`config.mk`:
```
export PLATFORM = sky130hd
export DESIGN_NAME = pe_alu_issue_stage_flat
export DESIGN_NICKNAME = d
export VERILOG_FILES = /design/src/rtl/pe_pkg.sv /design/src/rtl/pe_alu_issue_stage_if.sv /design/src/rtl/pe_alu_issue_stage_slot.sv /design/src/rtl/pe_alu_issue_stage.sv /design/src/flat_wrapper.sv
export SDC_FILE = /design/constraint.sdc
export NUM_CORES = 1
export LEC_CHECK = 0
export ABC_AREA = 0
export BUFFER_PORTS_ARGS = -buffer_cell sky130_fd_sc_hd__buf_2
export CORE_MARGIN = 1
export CORE_UTILIZATION = 53
export DETAILED_ROUTE_END_ITERATION = 10
export HOLD_SLACK_MARGIN = 0.03
export PLACE_DENSITY = 0.86
export SLEW_MARGIN = 15
export SYNTH_ARGS = -nofsm -noshare
export SYNTH_HDL_FRONTEND = slang
export SYNTH_SLANG_ARGS = --single-unit
export TNS_END_PERCENT = 20
```
`constraint.sdc`:
```
create_clock -name clock -period 2.9 [get_ports clock]
set_clock_uncertainty 0.15 [all_clocks]
set_input_delay 0.29 -clock clock [delete_from_list [all_inputs] [get_ports clock]]
set_output_delay 0.29 -clock clock [all_outputs]
set_load 0.01 [all_outputs]
```
`src/rtl/pe_pkg.sv`:
```
// Shared definitions for the SC-CGRA PE datapath.
// Contents:
//   OP_*          ALU opcodes (4-bit). Any 4'b111x opcode is a multiply.
//   is_mul()      true for either multiply encoding
//   stage_state_t issue-stage FSM states
package pe_pkg;

   localparam logic [3:0] OP_ADD = 4'b0000;
   // Reverse subtract: result is b - a.
   localparam logic [3:0] OP_SUB = 4'b0001;
   localparam logic [3:0] OP_SRL = 4'b0010;
   localparam logic [3:0] OP_SLL = 4'b0011;
   localparam logic [3:0] OP_AND = 4'b0100;
   localparam logic [3:0] OP_XOR = 4'b0101;
   localparam logic [3:0] OP_OR  = 4'b0110;
   localparam logic [3:0] OP_SRA = 4'b1010;
   localparam logic [3:0] OP_MUL = 4'b1110;

   // The multiplier ignores the opcode LSB.
   function automatic logic is_mul(input logic [3:0] op);
      return op[3:1] == 3'b111;
   endfunction

   typedef enum logic [1:0] {
      ST_UNCFG = 2'd0,
      ST_RUN   = 2'd1,
      ST_STALL = 2'd2
   } stage_state_t;

endpackage

```
`src/rtl/pe_alu_issue_stage_if.sv`:
```
// Bus bundle of the PE ALU issue stage.
// Groups the config bus, both operand channels, the ALU-facing signals, the
// result channel and the fire counter.
//   slave  : the issue stage's view
//   master : the surrounding PE / environment's view
interface pe_alu_issue_stage_if #(
   parameter int DATA_WIDTH = 32,
   parameter int OUT_WIDTH  = 32,
   parameter int CFG_WIDTH  = 4,
   parameter int CNT_WIDTH  = 16
);

   logic                  io_cfg_valid;
   logic [CFG_WIDTH-1:0]  io_cfg_op;
   logic                  io_cfg_const_en;
   logic [DATA_WIDTH-1:0] io_cfg_const;

   logic                  io_a_valid;
   logic                  io_a_ready;
   logic [DATA_WIDTH-1:0] io_a_bits;

   logic                  io_b_valid;
   logic                  io_b_ready;
   logic [DATA_WIDTH-1:0] io_b_bits;

   logic                  io_alu_en;
   logic [DATA_WIDTH-1:0] io_alu_a;
   logic [DATA_WIDTH-1:0] io_alu_b;
   logic [CFG_WIDTH-1:0]  io_alu_cfg;
   logic [OUT_WIDTH-1:0]  io_alu_result;

   logic                  io_out_valid;
   logic                  io_out_ready;
   logic [OUT_WIDTH-1:0]  io_out_bits;

   logic [CNT_WIDTH-1:0]  io_fire_count;

   modport slave (
      input  io_cfg_valid, io_cfg_op, io_cfg_const_en, io_cfg_const,
      input  io_a_valid, io_a_bits, io_b_valid, io_b_bits,
      input  io_alu_result, io_out_ready,
      output io_a_ready, io_b_ready,
      output io_alu_en, io_alu_a, io_alu_b, io_alu_cfg,
      output io_out_valid, io_out_bits, io_fire_count
   );

   modport master (
      output io_cfg_valid, io_cfg_op, io_cfg_const_en, io_cfg_const,
      output io_a_valid, io_a_bits, io_b_valid, io_b_bits,
      output io_alu_result, io_out_ready,
      input  io_a_ready, io_b_ready,
      input  io_alu_en, io_alu_a, io_alu_b, io_alu_cfg,
      input  io_out_valid, io_out_bits, io_fire_count
   );

endinterface

```
`src/rtl/pe_alu_issue_stage_slot.sv`:
```
// pe_operand_slot: 1-entry valid/ready holding register for one ALU operand.
// Ports:
//   clock, reset_n     clock and asynchronous active-low reset
//   enable             slot may accept beats (stage configured, slot streamed)
//   in_valid/in_bits   upstream beat
//   consume            the stage fires this cycle and takes the held operand
//   flush              drop the held operand
//   ready              upstream ready
//   full, bits         held operand
module pe_operand_slot #(
   parameter int WIDTH = 32
) (
   input  logic             clock,
   input  logic             reset_n,
   input  logic             enable,
   input  logic             in_valid,
   input  logic [WIDTH-1:0] in_bits,
   input  logic             consume,
   input  logic             flush,
   output logic             ready,
   output logic             full,
   output logic [WIDTH-1:0] bits
);

   logic             full_q;
   logic [WIDTH-1:0] data_q;
   logic             accept;

   // A slot being emptied by a fire can take a new beat in the same cycle,
   // which is what lets the stage sustain one result per cycle.
   assign ready  = enable & (!full_q | consume);
   assign accept = in_valid & ready;
   assign full   = full_q;
   assign bits   = data_q;

   // A new beat wins over the clear, so a fire with a simultaneous arrival
   // leaves the slot full with the newer operand.
   always_ff @(posedge clock or negedge reset_n) begin
      if (!reset_n) begin
         full_q <= 1'b0;
         data_q <= '0;
      end else if (accept) begin
         full_q <= 1'b1;
         data_q <= in_bits;
      end else if (consume | flush) begin
         full_q <= 1'b0;
      end
   end

endmodule

```
`src/rtl/pe_alu_issue_stage.sv`:
```
// pe_alu_issue_stage: operand-collect / issue stage upstream of the PE ALU.
// Collects operands A and B on their own valid/ready channels (B may instead
// be a configured constant), fires the external combinational ALU once both
// are present and the result register can take a value, and registers the
// ALU result into a 1-entry valid/ready output.
// Ports:
//   clock    rising-edge clock
//   reset_n  asynchronous active-low reset
//   bus      pe_alu_issue_stage_if.slave: config bus, operand channels A/B,
//            ALU enable/operands/opcode/result, result channel, fire counter
module pe_alu_issue_stage
   import pe_pkg::*;
#(
   parameter int DATA_WIDTH = 32,
   parameter int OUT_WIDTH  = 32,
   parameter int CFG_WIDTH  = 4,
   parameter int CNT_WIDTH  = 16
) (
   input  logic                 clock,
   input  logic                 reset_n,
   pe_alu_issue_stage_if.slave  bus
);

   stage_state_t          state, state_next;
   logic [CFG_WIDTH-1:0]  op;
   logic                  const_en;
   logic [DATA_WIDTH-1:0] const_val;

   logic                  a_full, b_full, b_full_eff;
   logic [DATA_WIDTH-1:0] a_bits, b_bits;
   logic                  configured, fire;

   logic                  out_valid;
   logic [OUT_WIDTH-1:0]  out_bits;
   logic [CNT_WIDTH-1:0]  fire_count;

   assign configured = (state != ST_UNCFG);

   pe_operand_slot #(.WIDTH(DATA_WIDTH)) u_slot_a (
      .clock    (clock),
      .reset_n  (reset_n),
      .enable   (configured),
      .in_valid (bus.io_a_valid),
      .in_bits  (bus.io_a_bits),
      .consume  (fire),
      .flush    (1'b0),
      .ready    (bus.io_a_ready),
      .full     (a_full),
      .bits     (a_bits)
   );

   // In constant mode slot B is closed to the stream; leaving constant mode
   // starts B empty so a stale streamed value is never paired with A.
   pe_operand_slot #(.WIDTH(DATA_WIDTH)) u_slot_b (
      .clock    (clock),
      .reset_n  (reset_n),
      .enable   (configured & !const_en),
      .in_valid (bus.io_b_valid),
      .in_bits  (bus.io_b_bits),
      .consume  (fire & !const_en),
      .flush    (bus.io_cfg_valid & !bus.io_cfg_const_en),
      .ready    (bus.io_b_ready),
      .full     (b_full),
      .bits     (b_bits)
   );

   assign b_full_eff = const_en | b_full;

   // Fire whenever both operands are held and the result register is empty
   // or being drained this cycle.
   assign fire = configured & a_full & b_full_eff & (!out_valid | bus.io_out_ready);

   assign bus.io_alu_en     = fire;
   assign bus.io_alu_a      = fire ? a_bits : '0;
   assign bus.io_alu_b      = fire ? (const_en ? const_val : b_bits) : '0;
   assign bus.io_alu_cfg    = op;
   assign bus.io_out_valid  = out_valid;
   assign bus.io_out_bits   = out_bits;
   assign bus.io_fire_count = fire_count;

   // Config registers load on every write in any state; the ALU sees the new
   // opcode only from the following cycle.
   always_ff @(posedge clock or negedge reset_n) begin
      if (!reset_n) begin
         op        <= '0;
         const_en  <= 1'b0;
         const_val <= '0;
      end else if (bus.io_cfg_valid) begin
         op        <= bus.io_cfg_op;
         const_en  <= bus.io_cfg_const_en;
         const_val <= bus.io_cfg_const;
      end
   end

   // State register.
   always_ff @(posedge clock or negedge reset_n) begin
      if (!reset_n) state <= ST_UNCFG;
      else          state <= state_next;
   end

   // STALL marks a registered result the sink has not yet taken.
   always_comb begin
      state_next = state;
      case (state)
         ST_UNCFG: if (bus.io_cfg_valid)               state_next = ST_RUN;
         ST_RUN:   if (fire && !bus.io_out_ready)      state_next = ST_STALL;
         ST_STALL: if (bus.io_out_ready)               state_next = ST_RUN;
         default:                                      state_next = ST_UNCFG;
      endcase
   end

   // Result register: a fire reloads it even when the sink pops in the same
   // cycle, so a continuous stream never shows a bubble.
   always_ff @(posedge clock or negedge reset_n) begin
      if (!reset_n) begin
         out_valid  <= 1'b0;
         out_bits   <= '0;
         fire_count <= '0;
      end else if (fire) begin
         out_valid  <= 1'b1;
         out_bits   <= bus.io_alu_result;
         fire_count <= fire_count + 1'b1;
      end else if (bus.io_out_ready) begin
         out_valid  <= 1'b0;
      end
   end

endmodule

```
`src/flat_wrapper.sv`:
```
// flat-port wrapper written by rule: the top's interface ports become plain ports
module pe_alu_issue_stage_flat import pe_pkg::*;
#(
   parameter int DATA_WIDTH = 32,
   parameter int OUT_WIDTH  = 32,
   parameter int CFG_WIDTH  = 4,
   parameter int CNT_WIDTH  = 16
)
  (clock, reset_n, bus_io_cfg_valid, bus_io_cfg_op, bus_io_cfg_const_en, bus_io_cfg_const, bus_io_a_valid, bus_io_a_bits, bus_io_b_valid, bus_io_b_bits, bus_io_alu_result, bus_io_out_ready, bus_io_a_ready, bus_io_b_ready, bus_io_alu_en, bus_io_alu_a, bus_io_alu_b, bus_io_alu_cfg, bus_io_out_valid, bus_io_out_bits, bus_io_fire_count);
  pe_alu_issue_stage_if #(.DATA_WIDTH(DATA_WIDTH), .OUT_WIDTH(OUT_WIDTH), .CFG_WIDTH(CFG_WIDTH), .CNT_WIDTH(CNT_WIDTH)) bus_i ();
  input  logic clock;
  input  logic reset_n;
  input wire logic [$bits(bus_i.io_cfg_valid)-1:0] bus_io_cfg_valid;
  input wire logic [$bits(bus_i.io_cfg_op)-1:0] bus_io_cfg_op;
  input wire logic [$bits(bus_i.io_cfg_const_en)-1:0] bus_io_cfg_const_en;
  input wire logic [$bits(bus_i.io_cfg_const)-1:0] bus_io_cfg_const;
  input wire logic [$bits(bus_i.io_a_valid)-1:0] bus_io_a_valid;
  input wire logic [$bits(bus_i.io_a_bits)-1:0] bus_io_a_bits;
  input wire logic [$bits(bus_i.io_b_valid)-1:0] bus_io_b_valid;
  input wire logic [$bits(bus_i.io_b_bits)-1:0] bus_io_b_bits;
  input wire logic [$bits(bus_i.io_alu_result)-1:0] bus_io_alu_result;
  input wire logic [$bits(bus_i.io_out_ready)-1:0] bus_io_out_ready;
  output wire logic [$bits(bus_i.io_a_ready)-1:0] bus_io_a_ready;
  output wire logic [$bits(bus_i.io_b_ready)-1:0] bus_io_b_ready;
  output wire logic [$bits(bus_i.io_alu_en)-1:0] bus_io_alu_en;
  output wire logic [$bits(bus_i.io_alu_a)-1:0] bus_io_alu_a;
  output wire logic [$bits(bus_i.io_alu_b)-1:0] bus_io_alu_b;
  output wire logic [$bits(bus_i.io_alu_cfg)-1:0] bus_io_alu_cfg;
  output wire logic [$bits(bus_i.io_out_valid)-1:0] bus_io_out_valid;
  output wire logic [$bits(bus_i.io_out_bits)-1:0] bus_io_out_bits;
  output wire logic [$bits(bus_i.io_fire_count)-1:0] bus_io_fire_count;
  assign bus_i.io_cfg_valid = bus_io_cfg_valid;
  assign bus_i.io_cfg_op = bus_io_cfg_op;
  assign bus_i.io_cfg_const_en = bus_io_cfg_const_en;
  assign bus_i.io_cfg_const = bus_io_cfg_const;
  assign bus_i.io_a_valid = bus_io_a_valid;
  assign bus_i.io_a_bits = bus_io_a_bits;
  assign bus_i.io_b_valid = bus_io_b_valid;
  assign bus_i.io_b_bits = bus_io_b_bits;
  assign bus_i.io_alu_result = bus_io_alu_result;
  assign bus_i.io_out_ready = bus_io_out_ready;
  assign bus_io_a_ready = bus_i.io_a_ready;
  assign bus_io_b_ready = bus_i.io_b_ready;
  assign bus_io_alu_en = bus_i.io_alu_en;
  assign bus_io_alu_a = bus_i.io_alu_a;
  assign bus_io_alu_b = bus_i.io_alu_b;
  assign bus_io_alu_cfg = bus_i.io_alu_cfg;
  assign bus_io_out_valid = bus_i.io_out_valid;
  assign bus_io_out_bits = bus_i.io_out_bits;
  assign bus_io_fire_count = bus_i.io_fire_count;
  pe_alu_issue_stage #(.DATA_WIDTH(DATA_WIDTH), .OUT_WIDTH(OUT_WIDTH), .CFG_WIDTH(CFG_WIDTH), .CNT_WIDTH(CNT_WIDTH)) u_core (.clock(clock), .reset_n(reset_n), .bus(bus_i));
endmodule
```
==> qor_table.md <==
| Stage | Result | Value |
|:---|:---|:---|
| status | Outcome | finished clean |
| synth | Number of flip-flops and latches in the synthesized netlist | 154 |
| cts | Clock sinks | 154 |
| layout | Share of layout cells above drive strength 1 | 0.422 |
| synth | Adder and majority gate portion of the synthesized area | 0.00185 |
| cts | TritonCTS clock tree | built |
| placement | Area after detailed placement | 8150 um^2 |
| synth | Syn Inst Count | 552 |
| critical path | Critical path data required time | 2.46 ns |
| synth | Number of warnings printed during yosys synthesis | 0 |
| grt | Wire length of the first global-routing pass | 32,200 um |
| synth | Main combinational cell family by area after synthesis | multiplexers |
| synth | Share of the synthesized area in the top cell type | 0.571 |
| cts | CTS root buf | sky130_fd_sc_hd__clkbuf_16 |
| drt | Pre-antenna DRT Iters | 4 |
| sta | Worst-margin pin slew | 1.04 ns |
| drt | Drt total wl | 20,600 um |
| synth | Xor and xnor fraction of the mapped netlist area | 0.0195 |
| drt | Total DRC errors in the routed layout | 0 |
| floorplan | Count of pins on the block boundary | 259 |
| synth | Post-synth cell types | 35 |
| drt | Number of antenna-violating nets in the routed design | 0 |
| layout | Share of the core filled with cells in the final layout | 0.832 |
| drt | Per-cell via count in the routed design | 5.19 |
| sta | Final hold violation count | 0 |
| floorplan | Core Region | 12,200 um^2 |
| synth | Main area contributors after synthesis | sky130_fd_sc_hd__dfrtp_1 (57%), sky130_fd_sc_hd__mux2_2 (12%), sky130_fd_sc_hd__mux2_4 (6.4%) |
| placement | HPWL after detailed placement | 11,300 um |
| critical path | Type of the worst setup path | primary input to output port |
| synth | Post-synthesis sequential area ratio | 0.571 |
| worst hold path | Type of the most critical hold path | register to register |
| synth | List of most frequent post-synthesis cells | sky130_fd_sc_hd__dfrtp_1 (154), sky130_fd_sc_hd__nand2_1 (106), sky130_fd_sc_hd__mux2_2 (72) |
| layout | Post-layout instance area | 10,200 um^2 |
| critical path | Nature of the critical path endpoint | output port |
| drt | Via count | 5,843 |
| synth | Share of synthesized registers carrying an async set or reset | 1.00 |
| pwr | LEAKAGE | 5.18 nW |
| floorplan | # rows | 40 |
| cts | CTS H-Tree Depth | 4 |
| floorplan | Floorplan die area | 13,200 um^2 |
| layout | Signed area change from the synthesized netlist to the final layout | 50.4% |
| grt | Number of antenna violations at the first check in global routing | 2 |
| placement | RD Place Congestion | 0.793 |
| drt | Initial detailed-routing violation count | 357 |
| synth | Portion of netlist area occupied by mux cells | 0.232 |
| sta | Fin Setup TNS | 0 ns |
| drt | Routed len/inst | 18.3 um |
| cts | Largest buffer count on any clock path | 2 |
| sta | Clock period minus worst slack | 2.71 ns |
| layout | Area of the multi-input gates | 2690 um^2 |
| grt | Global-route total usage across every layer | 0.324 |
| sta | Period utilization | 0.936 |
| pwr | Largest voltage drop on the vdd net | 0.685 mV |
| critical path | Element type at the critical path start | primary input |
| synth | Share of synthesized cell area in and, or, nand and nor gates | 0.132 |
| synth | Cell taking the most area after synthesis | sky130_fd_sc_hd__dfrtp_1 |
| floorplan | Die extent in x | 115 um |
| run | Max-cap violations | 0 |
| layout | Storage cell area | 3850 um^2 |
| synth | Summed instance area of the synthesized netlist | 6750 um^2 |
| critical path | Crit path arrival time | 2.27 ns |
| sta | Setup violation total in the final timing report | 0 |
| synth | EDFF count, synth | 0 |
| synth | Count leader, synth | sky130_fd_sc_hd__dfrtp_1 |
| pwr | Total power per unit cell area | 912 nW/um^2 |
| synth | Net count of the mapped netlist | 692 |
| layout | Count of nets after finishing | 1,082 |
| sta | Max Clock Freq | 0.369 GHz |
| grt | Number of global-route vias before repair | 6,444 |
| synth | Mean instance size in the synthesized netlist | 12.2 um^2 |
| cts | Inserted Clock Buffers | 17 |
| cts | Clock transition at the registers of the reported paths | 0.06 ns |
| layout | Fillers | 661 |
| sta | RSZ-0062 raised after global routing | false |
| sta | Worst relative slew slack | 0.306 |
| cts | Clock latency on the worst-skew pair | 0.41 ns |
| placement | Count of input and output buffers | 258 |
| floorplan | Starting utilization of the core area | 0.553 |
| synth | Predominant post-synthesis flop cell | sky130_fd_sc_hd__dfrtp_1 |
| critical path | Largest fanout on the critical path | 43 |
| grt | Largest net degree at the start of global routing | 87 |
| grt | Remaining global-route overflow | 0 |
| floorplan | Vert. Die Dim | 115 um |
| sta | Max-slew violation total from the final report | 0 |
| synth | Synthesized-area fraction occupied by ao, oa, aoi and oai cells | 0.0128 |
[cell families after synthesis]
kind of cell    count (synthesis)
fa+ha+maj                       1
flops                         154
mux                           133
xor+xnor                       15
simple gates                  200
buf+inv                        36
compound gates                 13
[per-stage QoR]
step           power (W)  setup slack, ns  instances  hold slack, ns
3_3_place_gp     0.00644            0.647        955           0.238
4_1_cts          0.00912           0.0790       1122           0.320
2_1_floorplan    0.00548            0.885        552          -0.156
6_report         0.00926            0.186       1125           0.320
5_1_grt          0.00973           0.0914       1124           0.335
3_5_place_dp     0.00664            0.591        955           0.255
[metal layers]
metal / part of all wire / global-route usage
met4: 0.055 / 0.217
met3: 0.051 / 0.0749
met1: 0.35 / 0.330
met5: 0 / 0
met2: 0.54 / 0.591
[area by class of cell]
cell class                      count  share of cell area
Tap cell                          168              0.0207
Inverter                            5             0.00197
Timing Repair Buffer              402               0.269
Sequential cell                   154               0.380
Clock buffer                       25              0.0517
Multi-Input combinational cell    362               0.265
Clock inverter                      6              0.0106
Antenna cell                        3            0.000739
[registers in the layout (all words and copies together), names as in the netlist]
signal	flops
u_core.bus.io_out_bits	32
u_core.const_val	32
u_core.u_slot_a.bits	32
u_core.u_slot_b.bits	32
u_core.bus.io_fire_count	16
u_core.bus.io_alu_cfg	4
u_core.state	2
u_core.bus.io_out_valid	1
u_core.const_en	1
u_core.u_slot_a.full	1
u_core.u_slot_b.full	1
[layout by cell type (no fill, tap or decap), drive strengths merged]
master,n
xor2,6
nand3,7
nor4,4
a21boi,1
inv,4
and4,2
nand4,3
clkinv,3
or3,2
dlygate4sd3,136
xnor2,9
nor2,35
a21oi,2
dfrtp,154
o221ai,1
a211oi,1
nor3,2
and2,33
nand2,107
clkinvlp,1
o21ai,5
a21o,1
bufinv,3
a221oi,1
ha,1
buf,266
clkbuf,25
nor2b,1
diode,3
nand2b,1
a2111o,1
and3,3
mux2i,32
mux2,101
[path summary, 6_finish.rpt]
check	start	cells past startpoint	slack, ns	to
worst max-delay path	bus_io_out_ready	7	0.19	bus_io_alu_a[25]
worst min-delay path	u_core.bus.io_out_bits[7]	2	0.32	u_core.bus.io_out_bits[7]
worst max register to register	u_core.state[1]	3	0.62	u_core.u_slot_b.bits[0]
worst min register to register	u_core.bus.io_out_bits[7]	2	0.32	u_core.bus.io_out_bits[7]
max in group asynchronous	reset_n	3	1.41	u_core.bus.io_fire_count[1]
min in group asynchronous	reset_n	2	0.40	u_core.u_slot_a.bits[26]
[power breakdown]
| part | switching [W] | leakage (nW) | internal (W) |
|---|---|---|---|
| Combinational | 0.00178 | 3.05 | 0.00166 |
| Clock | 0.000847 | 0.311 | 0.00151 |
| Sequential | 0.000502 | 1.82 | 0.00296 |
| Total | 0.00313 | 5.18 | 0.00613 |
[critical path, stage by stage]
cell and delay [ns]:
sky130_fd_sc_hd__dlygate4sd3_1 0.54, sky130_fd_sc_hd__buf_2 0.15, sky130_fd_sc_hd__nor2b_1 0.05, sky130_fd_sc_hd__or3_2 0.50, sky130_fd_sc_hd__clkinv_2 0.36, sky130_fd_sc_hd__and2_1 0.23, sky130_fd_sc_hd__buf_2 0.14
[timing repair]
action | in CTS | in global routing
endpoints found under the setup margin | 0 | 6
gates resized for setup | 0 | 2
buffers inserted | 0 | 0
hold buffers | 136 | 0
endpoints found under the hold margin | 219 | 0
(Power assumes the default switching activity.)
